--- config.mk ---
export PLATFORM = sky130hd
export DESIGN_NAME = ad9866_wbm
export DESIGN_NICKNAME = d
export VERILOG_FILES = /design/src/rtl/ad9866_pkg.sv /design/src/rtl/sync_cmd_fifo.sv /design/src/rtl/ad9866_wbm.sv
export SDC_FILE = /design/constraint.sdc
export NUM_CORES = 1
export LEC_CHECK = 0
export CAP_MARGIN = 5
export CORE_MARGIN = 4
export CORE_UTILIZATION = 35
export CTS_CLUSTER_DIAMETER = 50
export DETAILED_ROUTE_END_ITERATION = 7
export HOLD_SLACK_MARGIN = 0.02
export PLACE_DENSITY = 0.55
export SETUP_SLACK_MARGIN = 0.4
export SYNTH_ARGS = -nofsm -noshare
export SYNTH_HDL_FRONTEND = slang
export SYNTH_SLANG_ARGS = --single-unit
--- constraint.sdc ---
create_clock -name clk_ad9866 -period 2.83 [get_ports clk_ad9866]
set_clock_uncertainty 0.05 [all_clocks]
set_input_delay 0.566 -clock clk_ad9866 [delete_from_list [all_inputs] [get_ports clk_ad9866]]
set_output_delay 0.566 -clock clk_ad9866 [all_outputs]
set_load 0.01 [all_outputs]
--- src/rtl/ad9866_pkg.sv ---
// Shared constants and FSM state type for the AD9866 Wishbone control master.
package ad9866_pkg;

    localparam int WB_ADR_W = 6;
    localparam int WB_DAT_W = 32;
    localparam int TIMER_W  = 10;
    localparam int ERRCNT_W = 8;

    localparam logic [WB_ADR_W-1:0] ADR_TXGAIN    = 6'h09;
    localparam logic [WB_ADR_W-1:0] ADR_RXGAIN    = 6'h0a;
    localparam logic [WB_ADR_W-1:0] ADR_AD9866_WR = 6'h3b;

    typedef enum logic [1:0] {
        IDLE = 2'd0,
        BUS  = 2'd1,
        GAP  = 2'd2
    } wbm_state_e;

endpackage

--- src/rtl/sync_cmd_fifo.sv ---
// Single-clock showahead FIFO; full/empty come from wrap-bit pointers.
module sync_cmd_fifo #(
    parameter int WIDTH = 38,
    parameter int AW    = 2
) (
    input  logic             clk,
    input  logic             rst_n,
    input  logic             wr_en_i,
    input  logic [WIDTH-1:0] wr_data_i,
    input  logic             rd_en_i,
    output logic [WIDTH-1:0] rd_data_o,
    output logic             full_o,
    output logic             empty_o
);
    localparam int DEPTH = 1 << AW;

    logic [WIDTH-1:0] mem_q [DEPTH];
    logic [AW:0]      wr_ptr_q, rd_ptr_q;
    logic             push, pop;

    assign empty_o   = (wr_ptr_q == rd_ptr_q);
    assign full_o    = (wr_ptr_q[AW] != rd_ptr_q[AW]) &&
                       (wr_ptr_q[AW-1:0] == rd_ptr_q[AW-1:0]);
    // A push while full is refused even if a pop happens in the same cycle.
    assign push      = wr_en_i && !full_o;
    assign pop       = rd_en_i && !empty_o;
    assign rd_data_o = mem_q[rd_ptr_q[AW-1:0]];

    // NOTE: sequential state uses non-blocking assignments so every register samples pre-edge values.
    always_ff @(posedge clk or negedge rst_n) begin
        if (!rst_n) begin
            wr_ptr_q <= '0;
            rd_ptr_q <= '0;
        end else begin
            if (push) wr_ptr_q <= wr_ptr_q + (AW+1)'(1);
            if (pop)  rd_ptr_q <= rd_ptr_q + (AW+1)'(1);
        end
    end

    // NOTE: storage is not reset; the pointers alone define which entries are valid.
    always_ff @(posedge clk) begin
        if (push) mem_q[wr_ptr_q[AW-1:0]] <= wr_data_i;
    end

endmodule

--- src/rtl/ad9866_wbm.sv ---
// Buffers decoded control writes and issues each as a Wishbone classic single write with ack timeout.
module ad9866_wbm
    import ad9866_pkg::*;
#(
    parameter int FIFO_AW       = 2,
    parameter int TIMEOUT       = 255,
    parameter int WB_ADDR_WIDTH = WB_ADR_W,
    parameter int WB_DATA_WIDTH = WB_DAT_W
) (
    input  logic                     clk_ad9866,
    input  logic                     rst_n,
    input  logic [WB_ADDR_WIDTH-1:0] cmd_addr,
    input  logic [WB_DATA_WIDTH-1:0] cmd_data,
    input  logic                     cmd_valid,
    output logic                     cmd_ready,
    output logic [WB_ADDR_WIDTH-1:0] wbm_adr_o,
    output logic [WB_DATA_WIDTH-1:0] wbm_dat_o,
    output logic                     wbm_we_o,
    output logic                     wbm_stb_o,
    output logic                     wbm_cyc_o,
    input  logic                     wbm_ack_i,
    output logic                     busy,
    output logic                     timeout_pulse,
    output logic [ERRCNT_W-1:0]      timeout_cnt
);
    localparam int CMD_W = WB_ADDR_WIDTH + WB_DATA_WIDTH;
    localparam logic [TIMER_W-1:0] TIMER_LAST = TIMER_W'(TIMEOUT - 1);

    wbm_state_e                state_q, state_d;
    logic [WB_ADDR_WIDTH-1:0]  adr_q, adr_d;
    logic [WB_DATA_WIDTH-1:0]  dat_q, dat_d;
    logic                      stb_q, stb_d;
    logic [TIMER_W-1:0]        timer_q, timer_d;
    logic                      pulse_q, pulse_d;
    logic [ERRCNT_W-1:0]       cnt_q, cnt_d;
    logic                      avail_q;

    logic                      fifo_full, fifo_empty, fifo_pop;
    logic [CMD_W-1:0]          fifo_head;

    sync_cmd_fifo #(
        .WIDTH (CMD_W),
        .AW    (FIFO_AW)
    ) u_fifo (
        .clk       (clk_ad9866),
        .rst_n     (rst_n),
        .wr_en_i   (cmd_valid),
        .wr_data_i ({cmd_addr, cmd_data}),
        .rd_en_i   (fifo_pop),
        .rd_data_o (fifo_head),
        .full_o    (fifo_full),
        .empty_o   (fifo_empty)
    );

    always_comb begin
        // NOTE: every always_comb output gets a default first so no path can infer a latch.
        state_d  = state_q;
        adr_d    = adr_q;
        dat_d    = dat_q;
        stb_d    = stb_q;
        timer_d  = timer_q;
        pulse_d  = 1'b0;
        cnt_d    = cnt_q;
        fifo_pop = 1'b0;
        unique case (state_q)
            IDLE: begin
                if (avail_q) begin
                    fifo_pop = 1'b1;
                    {adr_d, dat_d} = fifo_head;
                    stb_d   = 1'b1;
                    timer_d = '0;
                    state_d = BUS;
                end
            end
            BUS: begin
                timer_d = timer_q + TIMER_W'(1);
                if (wbm_ack_i) begin
                    stb_d   = 1'b0;
                    state_d = GAP;
                end else if (timer_q == TIMER_LAST) begin
                    stb_d   = 1'b0;
                    pulse_d = 1'b1;
                    if (cnt_q != '1) cnt_d = cnt_q + ERRCNT_W'(1);
                    state_d = GAP;
                end
            end
            GAP:     state_d = IDLE;
            default: state_d = IDLE;
        endcase
    end

    // avail_q is a registered view of occupancy, giving the two-edge push-to-strobe latency.
    always_ff @(posedge clk_ad9866 or negedge rst_n) begin
        if (!rst_n) begin
            state_q <= IDLE;
            adr_q   <= '0;
            dat_q   <= '0;
            stb_q   <= 1'b0;
            timer_q <= '0;
            pulse_q <= 1'b0;
            cnt_q   <= '0;
            avail_q <= 1'b0;
        end else begin
            state_q <= state_d;
            adr_q   <= adr_d;
            dat_q   <= dat_d;
            stb_q   <= stb_d;
            timer_q <= timer_d;
            pulse_q <= pulse_d;
            cnt_q   <= cnt_d;
            avail_q <= !fifo_empty && !fifo_pop;
        end
    end

    // One register drives cyc, stb and we so they can never disagree.
    assign wbm_adr_o     = adr_q;
    assign wbm_dat_o     = dat_q;
    assign wbm_stb_o     = stb_q;
    assign wbm_cyc_o     = stb_q;
    assign wbm_we_o      = stb_q;
    assign cmd_ready     = !fifo_full;
    assign busy          = !fifo_empty || (state_q != IDLE);
    assign timeout_pulse = pulse_q;
    assign timeout_cnt   = cnt_q;

endmodule

# Yosys cells after proc, flatten, opt, wreduce, memory -nomap -nowiden
# Memory sizes are Yosys's and may differ from the RTL's. A register that Yosys moved wholly into a read port is not among the register bits.
# Cells that the tools add are included.
[totals]
reg_bits = 29
wordCells = 56
in_bits = 42
memories = 1
out_inout_bits = 52
ram_bits = 152
[memory_table]
columns = ["memory", "words", "width", "read_ports", "rd_clocked_by_memory_dff", "wr", "line_no", "rtl"]
rows = [
  ["u_fifo.mem_q", 4, 38, 1, 1, 1, "sync_cmd_fifo.sv:17", "logic [WIDTH-1:0] mem_q [DEPTH];"],
]
[op_classes]
n_reduce_logical = 17
bitwise_logic = 1
n_addsub = 4
n_mux = 17
eq_ne = 8
[op_table]
columns = ["operator", "count"]
rows = [
  ["10-bit one-hot mux with 2 select lines", 1],
  ["10-bit by 1-bit adder with 10-bit output, second input constant", 1],
  ["10-bit by 8-bit equality test with 1-bit output, second input constant", 1],
  ["1-bit 2-to-1 mux", 10],
  ["10-bit 2-to-1 mux", 1],
  ["8-bit by 1-bit adder with 8-bit output, second input constant", 1],
  ["8-bit inequality test, second input constant", 1],
  ["3-bit by 1-bit adder with 3-bit output, second input constant", 2],
  ["2-bit 2-to-1 mux", 3],
  ["2-bit AND reduction", 3],
  ["1-bit logical AND", 4],
  ["1-bit logical NOT", 4],
  ["2-bit one-hot mux with 2 select lines", 1],
  ["4-bit AND reduction", 1],
  ["2-bit nonzero test", 2],
  ["3-bit equality test", 1],
  ["3-bit inequality test, second input constant", 1],
  ["3-bit AND reduction", 1],
  ["2-bit by 1-bit equality test with 1-bit output, second input constant", 1],
  ["2-bit equality test", 1],
  ["2-bit logical NOT", 1],
  ["2-bit inequality test, second input constant", 1],
  ["1-bit one-hot mux with 2 select lines", 1],
  ["1-bit logical OR", 1],
  ["2 further kinds", 2],
]

# Longest topological paths before layout
# Gate-level depths: netlist of run 1.
[logic_depth]
ltp_word = 6
mapped_depth = 6
ltp_nobuf = 6

# Hierarchy
# A second synthesis of run 1 with hierarchy kept.
[hier_totals]
hier_cells = 514
hier_area_um2 = 8523.2
[by_module_without_submodules]
columns = ["mod", "n_inst", "cells_each", "area_per_inst_um2", "seq_area_each_um2"]
rows = [
  ["sync_cmd_fifo", 1, 248, 5978.2, 4714.5],
  ["ad9866_wbm", 1, 266, 2544.9, 1526.5],
]

# Worst setup path before layout of run 1
# No wires, ideal clock.
[synth_path]
kind = "register -> register"
start = "register u_fifo.rd_ptr_q[2]"
end = "memory u_fifo.mem_q[3][0] (enable)"
period_less_slack_ns = 2.349
t_required_ns = 2.379
stages_incl_launch_ff = 4
n_path_buf = 0
setup_ns = 0.401
slack_ns = 0.481
arrival_ns = 1.899
path_cell_list = "dfrtp_1 xnor2_1 nand3b_1 and3_1"
[synth_via]
elab_chain_len = 6
[synth_rtl]
columns = ["element", "line_no", "rtl"]
rows = [
  ["from (decl)", "sync_cmd_fifo.sv:18", "logic [AW:0] wr_ptr_q, rd_ptr_q;"],
  ["from (signal assigned)", "sync_cmd_fifo.sv:36", "if (pop) rd_ptr_q <= rd_ptr_q + (AW+1)'(1);"],
  ["1-bit inequality test", "sync_cmd_fifo.sv:22", "assign full_o = (wr_ptr_q[AW] != rd_ptr_q[AW]) &&"],
  ["1-bit logical AND", "sync_cmd_fifo.sv:22", ""],
  ["1-bit logical NOT", "n/a", ""],
  ["net cmd_ready", "ad9866_wbm.sv:15", "output logic cmd_ready,"],
  ["1-bit logical AND", "sync_cmd_fifo.sv:25", "assign push = wr_en_i && !full_o;"],
  ["1-bit 2-to-1 mux", "sync_cmd_fifo.sv:42", "if (push) mem_q[wr_ptr_q[AW-1:0]] <= wr_data_i;"],
  ["1-bit 2-to-1 mux (not written as such)", "sync_cmd_fifo.sv:42", ""],
  ["to (decl)", "sync_cmd_fifo.sv:17", ""],
]
# The timed path passes the listed nets, and every way through them passes these cells.

# Worst setup path in the final report of run 1
[layout_path]
start = "register u_fifo.rd_ptr_q[0]"
end = "output port cmd_ready"
[layout_via]
elab_chain_len = 3
[layout_rtl]
columns = ["element", "line_no", "rtl"]
rows = [
  ["2-bit equality test", "sync_cmd_fifo.sv:23", "(wr_ptr_q[AW-1:0] == rd_ptr_q[AW-1:0]);"],
  ["1-bit logical AND", "sync_cmd_fifo.sv:22", ""],
  ["1-bit logical NOT", "ad9866_wbm.sv:121", "assign cmd_ready = !fifo_full;"],
  ["to (decl)", "ad9866_wbm.sv:15", ""],
]
# No other way between the ends.

==> results of run 1 <==
path summary, 6_finish.rpt:
path | to | slack [ns] | start
min | wbm_dat_o[11]$_DFFE_PN0P_ | 0.02 | rst_n
max in group asynchronous | wbm_dat_o[27]$_DFFE_PN0P_ | 2.12 | rst_n
min in group clk_ad9866 | wbm_dat_o[2]$_DFFE_PN0P_ | 0.42 | wbm_dat_o[2]$_DFFE_PN0P_
max | cmd_ready | 0.52 | u_fifo.rd_ptr_q[0]$_DFFE_PN0P_
min reg2reg | wbm_dat_o[2]$_DFFE_PN0P_ | 0.42 | wbm_dat_o[2]$_DFFE_PN0P_
max reg2reg | u_fifo.mem_q[3][27]$_DFFE_PP_ | 0.67 | u_fifo.rd_ptr_q[2]$_DFFE_PN0P_
per-layer routing:
metal	global-route usage [%]	vias to the layer above	part of all wire (%)
li1	-	2088	-
met1	16.7	2328	43
met2	22.4	100	50
met3	3.04	28	4.9
met4	3.39	2	1.7
met5	0	-	0.077
cell type report:
cell class | count | area (sq um)
fill | 2063 | 12700
sequential | 219 | 6250
multi-input combinational | 255 | 2080
timing repair buffer | 105 | 1080
clock buffer | 31 | 711
tap | 319 | 399
clock inverter | 19 | 219
inverter | 4 | 15.0
cell families (layout without fill, tap and decap cells):
family          Yosys count  count (layout)  synth area share (%)
mux                      47              47                  11.4
simple gates            173             173                  9.26
xor+xnor                 12              12                  1.25
fa+ha+maj                 8               8                  1.20
compound gates           15              15                  1.14
flops                   219             219                  74.5
buf+inv                  24             159                  1.27
sequential cells by signal, indices dropped and copies added (netlist names):
| register | cells |
|---|---|
| avail_q | 1 |
| state_q | 2 |
| timeout_cnt | 8 |
| timeout_pulse | 1 |
| timer_q | 10 |
| u_fifo.mem_q | 152 |
| u_fifo.rd_ptr_q | 3 |
| u_fifo.wr_ptr_q | 3 |
| wbm_adr_o | 6 |
| wbm_cyc_o | 1 |
| wbm_dat_o | 32 |
where the power goes:
part,switching (W),internal [W]
registers,0.000354,0.00437
logic,0.00185,0.00169
clock network,0.00136,0.00211
critical path: cells and delay by family (launching register included):
| kind | cells | cell delay, ns |
|---|---|---|
| buffers and inverters | 1 | 0.28 |
| and+or+nand+nor | 1 | 0.20 |
| xor gates and xnor gates | 1 | 0.21 |
| DFF | 1 | 0.50 |
stage by stage:
step | cells | power, W | worst slack (ns) | util [%]
after global routing | 952 | 0.0125 | 0.430 | 45.8
after floorplan | 498 | 0.00683 | 0.481 | -
final | 952 | 0.0117 | 0.517 | 45.8
after global placement | 900 | 0.00825 | 0.416 | 41.6
after detailed placement | 900 | 0.00833 | 0.420 | 41.6
after CTS | 952 | 0.0119 | 0.411 | 45.7
synthesized netlist by cell type, drive strengths merged:
cell	instances
and4	2
o21ai	8
nand3	8
nand2	127
dfrtp	67
nand2b	2
a31oi	2
nor2b	1
a41oi	1
edfxtp	152
mux2	5
o31ai	1
nand3b	2
inv	4
mux4	38
buf	8
nor2	9
nand4b	1
nor3b	1
or3b	2
xnor2	9
mux2i	4
o211ai	1
nand4	5
ha	8
clkbuf	12
and3	9
nor3	2
nor4	2
xor2	3
a21oi	1
o21a	1
what timing repair did:
action,4_1_cts,5_1_grt
pin swaps,0,1
setup endpoints to repair,2,2
resized for setup,7,4
setup buffers,2,0
placed cells by master, fill, tap and decap left out, types with 5 or more instances in the layout:
| cell type | instances |
|---|---|
| buf_4 | 8 |
| clkdlybuf4s50_1 | 90 |
| clkbuf_16 | 27 |
| dfrtp_1 | 64 |
| nor2_1 | 9 |
| o21ai_0 | 8 |
| xnor2_1 | 6 |
| buf_12 | 5 |
| mux4_2 | 38 |
| edfxtp_1 | 152 |
| ha_1 | 8 |
| nand3_1 | 8 |
| nand2_1 | 127 |
==> impl_metrics.py, run 1 <==
metrics = {
    "run_status": {
        "outcome": "finished, final reports clean",
    },
    "setup_path": {
        "cp.required_ns": 2.21,
        "critical-path-slowest-cell": "dfrtp_4",
        "r2r_cells": 6,
        "crit_type": "flop to output pin",
        "slowest_delay_ns": 0.50,
        "end_kind": "output pin",
        "path_max_fanout": 3,
        "path_cells": "xnor2_4 -> nand3b_1 -> clkdlybuf4s15_1",
        "arrival_ns": 1.70,
        "critPathLaunchType": "flop",
    },
    "place": {
        "placed_area_sq_um": 9760,
        "portBuffers": 93,
        "dp_hpwl_microns": 9840,
        "routabilityCongestion": 0.775,
    },
    "sta": {
        "hold_viol_final": 0,
        "finalSetupViolCount": 0,
        "worst_pin_slew_ns": 0.842,
        "grt_setup_unrepaired": "no",
        "post-route-period-util_pct": 81.7,
        "maxSlewHeadroom_pct": 43.8,
        "finalMaxSlewViolations": 0,
        "fin_setup_tns_ns": 0,
        "hold_slack_ns": 0.0239,
        "fin_crit_ns": 2.31,
        "maxClockFrequency_ghz": 0.432,
    },
    "global_routing": {
        "grt-ovfl-total": 0,
        "grt_antenna_before_repair": 1,
        "grt_pass1_wl_microns": 27000,
        "grt_util_all_layers_pct": 13.0,
        "grt_pass1_vias": 4916,
        "grt_max_degree": 46,
    },
    "logic_synthesis": {
        "yosys.area.top_type": "edfxtp_1",
        "ys_ff_latch": 219,
        "netlist_instances": 498,
        "syn_area_sq_um": 8380,
        "ys_top_cells_by_area": "edfxtp_1, dfrtp_1, mux4_2, nand2_1, ha_1",
        "synth_fp_nets": 548,
        "yosysSeqAreaShare_pct": 74.5,
        "synth.avg_cell_area_sq_um": 16.8,
        "synth_top_cell_area_share_pct": 54.5,
        "yosysUniqueCellTypes": 39,
        "yosysWarnings": 0,
    },
    "route": {
        "avgRoutedWirePerCell_microns": 17.8,
        "dr.pass1.iters": 4,
        "ant_nets": 0,
        "drt-initial-drc-count": 219,
        "wl_microns": 17000,
        "avgViaCountPerCell": 4.78,
        "drc": 0,
        "vias": 4546,
    },
    "cells_and_area": {
        "drive_gt1_share_pct": 19.0,
        "final_cell_area_sq_um": 10700,
        "area.growth.synth_to_final_pct": 28.3,
        "layout.nets": 662,
        "n_antenna_cell": 0,
    },
    "floorplan": {
        "die_y_microns": 163,
        "coreArea_sq_um": 23500,
        "die_w_microns": 163,
        "initial_utilization_pct": 35.7,
        "num_io_pins": 94,
        "die_area_sq_um": 26500,
        "num_rows": 56,
    },
    "min_path": {
        "hold_class": "input pin to asynchronous set/reset pin",
    },
    "clock_tree": {
        "path_clk_slew_ns": 0.06,
        "cts.sinks": 219,
        "cts_tree": "yes",
        "clock_path_buffers": 3,
        "cts_buffers": 27,
        "cts_root_buffer": "clkbuf_16",
        "ctsHoldBuffers": 0,
        "htree_levels": 1,
        "clock_latency_ns": 0.52,
    },
    "power_and_ir_drop": {
        "peakVddDrop_uv": 459,
        "powerDensity_nw_per_um2": 1090,
        "p_leak_nw": 4.03,
    },
    "run": {
        "max_cap_violations": 0,
    },
}
Note: power is estimated with default switching activity, not from simulation.
==> run 2, diff against run 1 <==
==> constraint.sdc (replaced) <==
create_clock -name clk_ad9866 -period 2.2 [get_ports clk_ad9866]
set_clock_uncertainty 0.05 [all_clocks]
set_input_delay 0.44 -clock clk_ad9866 [delete_from_list [all_inputs] [get_ports clk_ad9866]]
set_output_delay 0.44 -clock clk_ad9866 [all_outputs]
set_load 0.01 [all_outputs]
==> run 2 against run 1 <==
Compared with the run above: critical path depth up 1; highest routed layer is now met4; clock-buffer cell count stayed put; worst hold slack gained 0.39 ns; flip-flop and latch count unchanged; non-clock buffer count grew 50; via count increased by 4.8%; power grew 36%; routed wire length rose by 12%; largest cell class unchanged; global-route usage grew 1.1 points; die area unchanged; combinational power is 61% higher.
==> impl_metrics.py, run 2 (synthesis results as in run 1) <==
metrics = {
    "run_status": {
        "outcome": "finished, final reports clean",
    },
    "cells_and_area": {
        "final_cell_mix": "edfxtp_1, nand2_1, dfrtp_1",
        "largest_reg_flops": 152,
        "drive_gt1_share_pct": 25.5,
        "area.growth.synth_to_final_pct": 37.4,
        "final_common_cell": "edfxtp_1",
        "layout.nets": 710,
        "utilization_pct": 49.0,
    },
    "sta": {
        "maxSlewHeadroom_pct": 58.8,
        "finalSetupViolCount": 0,
        "finalMaxSlewViolations": 0,
        "maxClockFrequency_ghz": 0.482,
        "worst_pin_slew_ns": 0.618,
        "grt_setup_unrepaired": "yes",
        "fin_crit_ns": 2.07,
        "hold_viol_final": 0,
        "post-route-period-util_pct": 94.2,
        "fin_setup_tns_ns": 0,
    },
    "clock_tree": {
        "cts_root_buffer": "clkbuf_16",
        "clock_latency_ns": 0.51,
        "cts.sinks": 219,
        "cts_buffers": 25,
        "path_clk_slew_ns": 0.06,
        "cts_tree": "yes",
        "clock_path_buffers": 3,
        "htree_levels": 1,
    },
    "place": {
        "routabilityCongestion": 0.780,
        "dp_hpwl_microns": 10400,
        "portBuffers": 93,
    },
    "setup_path": {
        "r2r_start": "u_fifo.wr_ptr_q[2]$_DFFE_PN0P_",
        "critPathLaunchType": "flop",
        "end_kind": "output pin",
        "r2r_cells": 7,
        "startpoint": "u_fifo.rd_ptr_q[0]$_DFFE_PN0P_",
        "crit_type": "flop to output pin",
        "path_max_fanout": 3,
        "arrival_ns": 1.58,
        "cp.required_ns": 1.71,
    },
    "route": {
        "dr.pass1.iters": 4,
        "wl_microns": 19000,
        "ant_nets": 0,
        "avgViaCountPerCell": 4.77,
        "vias": 4763,
        "drt-initial-drc-count": 266,
        "avgRoutedWirePerCell_microns": 19.0,
        "drc": 0,
    },
    "floorplan": {
        "die_y_microns": 163,
        "num_io_pins": 94,
        "num_rows": 56,
        "coreArea_sq_um": 23500,
        "die_w_microns": 163,
        "die_area_sq_um": 26500,
        "initial_utilization_pct": 35.7,
    },
    "power_and_ir_drop": {
        "peakVddDrop_uv": 643,
        "fin_total_pwr_w": 0.0159,
        "p_leak_nw": 4.53,
        "powerDensity_nw_per_um2": 1390,
    },
    "min_path": {
        "min-delay-start": "wbm_dat_o[2]$_DFFE_PN0P_",
        "holdPathStages": 2,
        "hold_class": "flop to flop",
    },
    "global_routing": {
        "grt_util_all_layers_pct": 14.2,
        "grt_pass1_vias": 5072,
        "grt-ovfl-total": 0,
        "grt_pass1_wl_microns": 29100,
        "grt_antenna_before_repair": 0,
        "grt_max_degree": 46,
    },
    "run": {
        "max_cap_violations": 0,
    },
}
[run 2: changes by cell type in the layout (fill, tap and decap cells not counted), sizes merged]
cell	change
clkdlybuf4s50	-50
dlygate4sd2	+50
buf	+44
clkbuf	+6
inv	-3
clkinvlp	-2
clkdlybuf4s15	-1
diode	+1
dlygate4sd3	+1
[run 2: layout make-up]
type / count / area [sq um]
multi-input cells: 255 / 2130
repair buffers: 155 / 1870
diodes: 1 / 2.50
flip-flops and latches: 219 / 6250
inverters: 4 / 15.0
clock inverters: 14 / 158
clock buffers: 31 / 688
well taps: 319 / 399
fillers: 1996 / 12000
[run 2: stage by stage]
stage	setup slack, ns	std cells	area [sq um]	hold WS [ns]
CTS	0.0739	984	11200	0.422
global route	0.0758	997	11500	0.440
finish	0.127	998	11500	0.413
global placement	-0.0623	907	9830	0.410
detailed placement	-0.0490	907	9830	0.412
floorplan	0.274	498	8390	0.0944
[run 2: repair_timing]
action	CTS	global route
hold buffers	1	0
endpoints found under the hold margin	39	0
pin swaps	6	7
setup endpoints to repair	238	201
buffers inserted	21	6
gates cloned	10	7
gates resized for setup	90	25
[run 2: layer usage]
layer | vias to the layer above | share of wire (%) | track usage, %
met1 | 2421 | 43 | 19.5
met3 | 29 | 5.4 | 2.66
met4 | 0 | 2.0 | 3.32
li1 | 2201 | - | -
met5 | - | 0 | 0
met2 | 112 | 50 | 23.7
[run 2: worst paths after layout]
| check | end | slack [ns] |
|---|---|---|
| setup / recovery | busy | 0.13 |
| hold / removal | wbm_dat_o[2]$_DFFE_PN0P_ | 0.41 |
| setup reg to reg | u_fifo.mem_q[0][35]$_DFFE_PP_ | 0.23 |
| hold reg to reg | wbm_dat_o[2]$_DFFE_PN0P_ | 0.41 |
| max in group asynchronous | timeout_cnt[2]$_DFFE_PN0P_ | 1.00 |
| min in group asynchronous | wbm_dat_o[7]$_DFFE_PN0P_ | 0.44 |
[run 2: where the power goes]
group	total (W)	switching (W)	internal, W
registers	0.00606	0.000437	0.00562
clock network	0.00419	0.00161	0.00258
logic	0.00569	0.00277	0.00292
total	0.0159	0.00482	0.0111
[run 2: worst max-delay path, cell delays in order (launching register included)]
cell and delay [ns]:
dfrtp_4 0.50, xnor2_4 0.16, and3_4 0.24, nand2_2 0.05, buf_6 0.11
==> run 3, diff against run 2 <==
--- a/config.mk
+++ b/config.mk
@@ -12,6 +12,7 @@
 export DETAILED_ROUTE_END_ITERATION = 7
 export HOLD_SLACK_MARGIN = 0.02
 export PLACE_DENSITY = 0.55
+export RECOVER_POWER = 100
 export SETUP_SLACK_MARGIN = 0.4
 export SYNTH_ARGS = -nofsm -noshare
 export SYNTH_HDL_FRONTEND = slang
==> constraint.sdc (replaced) <==
create_clock -name clk_ad9866 -period 2.17 [get_ports clk_ad9866]
set_clock_uncertainty 0.05 [all_clocks]
set_input_delay 0.434 -clock clk_ad9866 [delete_from_list [all_inputs] [get_ports clk_ad9866]]
set_output_delay 0.434 -clock clk_ad9866 [all_outputs]
set_load 0.01 [all_outputs]
==> run 3 against run 2 <==
Compared with the run above: register-to-register slack got worse by 0.18 ns; largest cell class unchanged; power increased by 2.2%; global-route usage increased by 0.48 points; cell area increased by 1.1%; critical path depth unchanged; sequential power increased by 2%; critical path type unchanged; worst setup slack got worse by 0.10 ns; largest power group unchanged; non-clock buffer count increased by 19; critical endpoint unchanged; worst hold slack improved by 0.0029 ns; clock power about the same; clock-buffer cell count increased by 5; routed wire length increased by 2.8%.
==> impl_metrics.py, run 3 (synthesis results as in run 1) <==
metrics = {
    "clock_tree": {
        "cts.sinks": 219,
        "cts_root_buffer": "clkbuf_16",
        "clock_latency_ns": 0.51,
        "cts_buffers": 26,
        "clock_path_buffers": 3,
        "path_clk_slew_ns": 0.06,
        "cts_tree": "yes",
        "htree_levels": 1,
    },
    "cells_and_area": {
        "nFillCells": 1970,
        "area.growth.synth_to_final_pct": 38.9,
        "largest_reg_flops": 152,
        "final_common_cell": "edfxtp_1",
        "multi_input_area_sq_um": 2110,
        "seqCellArea_sq_um": 6250,
        "drive_gt1_share_pct": 26.4,
        "layout.nets": 730,
        "final_cell_mix": "edfxtp_1, nand2_1, dfrtp_1",
        "stdcell_count": 1020,
    },
    "floorplan": {
        "num_rows": 56,
        "die_y_microns": 163,
        "coreArea_sq_um": 23500,
        "die_w_microns": 163,
        "num_io_pins": 94,
        "die_area_sq_um": 26500,
        "initial_utilization_pct": 35.7,
    },
    "sta": {
        "fin_setup_tns_ns": 0,
        "maxSlewHeadroom_pct": 25.7,
        "hold_viol_final": 0,
        "grt_setup_unrepaired": "yes",
        "worst_pin_slew_ns": 1.11,
        "post-route-period-util_pct": 98.8,
        "maxClockFrequency_ghz": 0.466,
        "finalSetupViolCount": 0,
        "finalMaxSlewViolations": 0,
        "fin_crit_ns": 2.14,
    },
    "min_path": {
        "hold_class": "flop to flop",
        "min-delay-start": "wbm_dat_o[20]$_DFFE_PN0P_",
        "min_to": "wbm_dat_o[20]$_DFFE_PN0P_",
        "holdPathStages": 2,
    },
    "route": {
        "vias": 4871,
        "drc": 0,
        "avgViaCountPerCell": 4.78,
        "drt-initial-drc-count": 349,
        "ant_nets": 0,
        "wl_microns": 19500,
        "dr.pass1.iters": 4,
        "avgRoutedWirePerCell_microns": 19.2,
    },
    "setup_path": {
        "end_kind": "output pin",
        "rrSetupSlack_ns": 0.05,
        "r2r_cells": 7,
        "critical-path-slowest-cell": "dfrtp_1",
        "crit_type": "flop to output pin",
        "path_max_fanout": 3,
        "r2r_start": "u_fifo.rd_ptr_q[2]$_DFFE_PN0P_",
        "slowest_delay_ns": 0.42,
        "cp.required_ns": 1.69,
        "critPathLaunchType": "flop",
        "r2r-end": "u_fifo.mem_q[1][3]$_DFFE_PP_",
        "path_cells": "xnor2_2 -> and3_4 -> nand2_4 -> buf_6",
        "crit_buf_inv": 1,
        "arrival_ns": 1.66,
        "crit_family": "flip-flops",
    },
    "power_and_ir_drop": {
        "p_seq_share_pct": 37.8,
        "power_frac_comb_pct": 36.6,
        "p_sw_share_pct": 30.5,
        "fin_total_pwr_w": 0.0163,
        "clkPwrFrac_pct": 25.6,
        "switching_power_w": 0.00497,
        "power.internal_w": 0.0113,
        "powerDensity_nw_per_um2": 1400,
        "p_leak_nw": 4.61,
        "peakVddDrop_uv": 1050,
    },
    "global_routing": {
        "grt_pass1_wl_microns": 30000,
        "grt-ovfl-total": 0,
        "grt_pass1_vias": 5157,
        "grt_util_all_layers_pct": 14.7,
        "grt_antenna_before_repair": 1,
        "grt_max_degree": 46,
    },
    "place": {
        "routabilityCongestion": 0.813,
        "dp_cells": 908,
        "dp_hpwl_microns": 10500,
        "portBuffers": 93,
    },
    "run": {
        "max_cap_violations": 0,
    },
    "run_status": {
        "outcome": "finished, final reports clean",
    },
}
==> run 3: power groups by stage <==
| stage | Combinational [W] | Clock, W | Sequential, W |
|---|---|---|---|
| 5_1_grt | 0.00645 | 0.00446 | 0.00627 |
| 3_3_place_gp | 0.00467 | 0 | 0.00617 |
| 6_report | 0.00596 | 0.00417 | 0.00616 |
| 4_1_cts | 0.00574 | 0.00427 | 0.00616 |
| 3_5_place_dp | 0.00469 | 0 | 0.00622 |
| 2_1_floorplan | 0.00262 | 0 | 0.00629 |
==> run 3: worst max path at each step <==
stage,from,end,depth (start not counted)
3_3_place_gp,wbm_ack_i,timeout_cnt[6]$_DFFE_PN0P_,5
3_5_place_dp,wbm_ack_i,timeout_cnt[6]$_DFFE_PN0P_,5
5_1_grt,u_fifo.rd_ptr_q[2]$_DFFE_PN0P_,busy,4
4_1_cts,u_fifo.rd_ptr_q[0]$_DFFE_PN0P_,wbm_dat_o[21]$_DFFE_PN0P_,4
6_report,u_fifo.rd_ptr_q[2]$_DFFE_PN0P_,busy,4
2_1_floorplan,u_fifo.rd_ptr_q[2]$_DFFE_PN0P_,u_fifo.mem_q[0][0]$_DFFE_PP_,3
==> run 3: what timing repair did <==
item / in CTS / in global routing
resized for setup: 104 / 33
pin swaps: 9 / 7
gates cloned: 15 / 0
hold buffers: 1 / 0
setup endpoints to repair: 247 / 209
buffers inserted: 29 / 18
endpoints found under the hold margin: 38 / 0
==> run 3: through the flow <==
step / worst slack [ns] / hold WS [ns] / util, % / instance area, sq um
floorplan: 0.244 / 0.0884 / - / 8390
global placement: -0.0372 / 0.408 / 41.9 / 9840
detailed placement: -0.0723 / 0.411 / 41.9 / 9840
CTS: 0.0518 / 0.422 / 48.9 / 11500
global route: -0.0170 / 0.440 / 49.5 / 11600
finish: 0.0254 / 0.416 / 49.6 / 11600
==> run 3: worst min-delay path: stages (launching register included) <==
cell	delay, ns
dfrtp_1	0.34
nand2_1	0.05
nand2_1	0.05
==> run 3: final cells by class <==
type	instances	area share, %
Sequential cell	219	53.8
Antenna cell	1	0.0215
Clock inverter	12	1.05
Tap cell	319	3.43
Multi-Input combinational cell	255	18.1
Clock buffer	36	6.10
Timing Repair Buffer	174	17.4
Inverter	4	0.129
==> run 3: per-layer routing <==
metal	up-vias	track usage, %	wire length (microns)
met2	110	25.7	10000
met4	2	2.90	296
li1	2233	-	-
met3	30	2.78	833
met5	-	0	13
met1	2496	19.2	8380
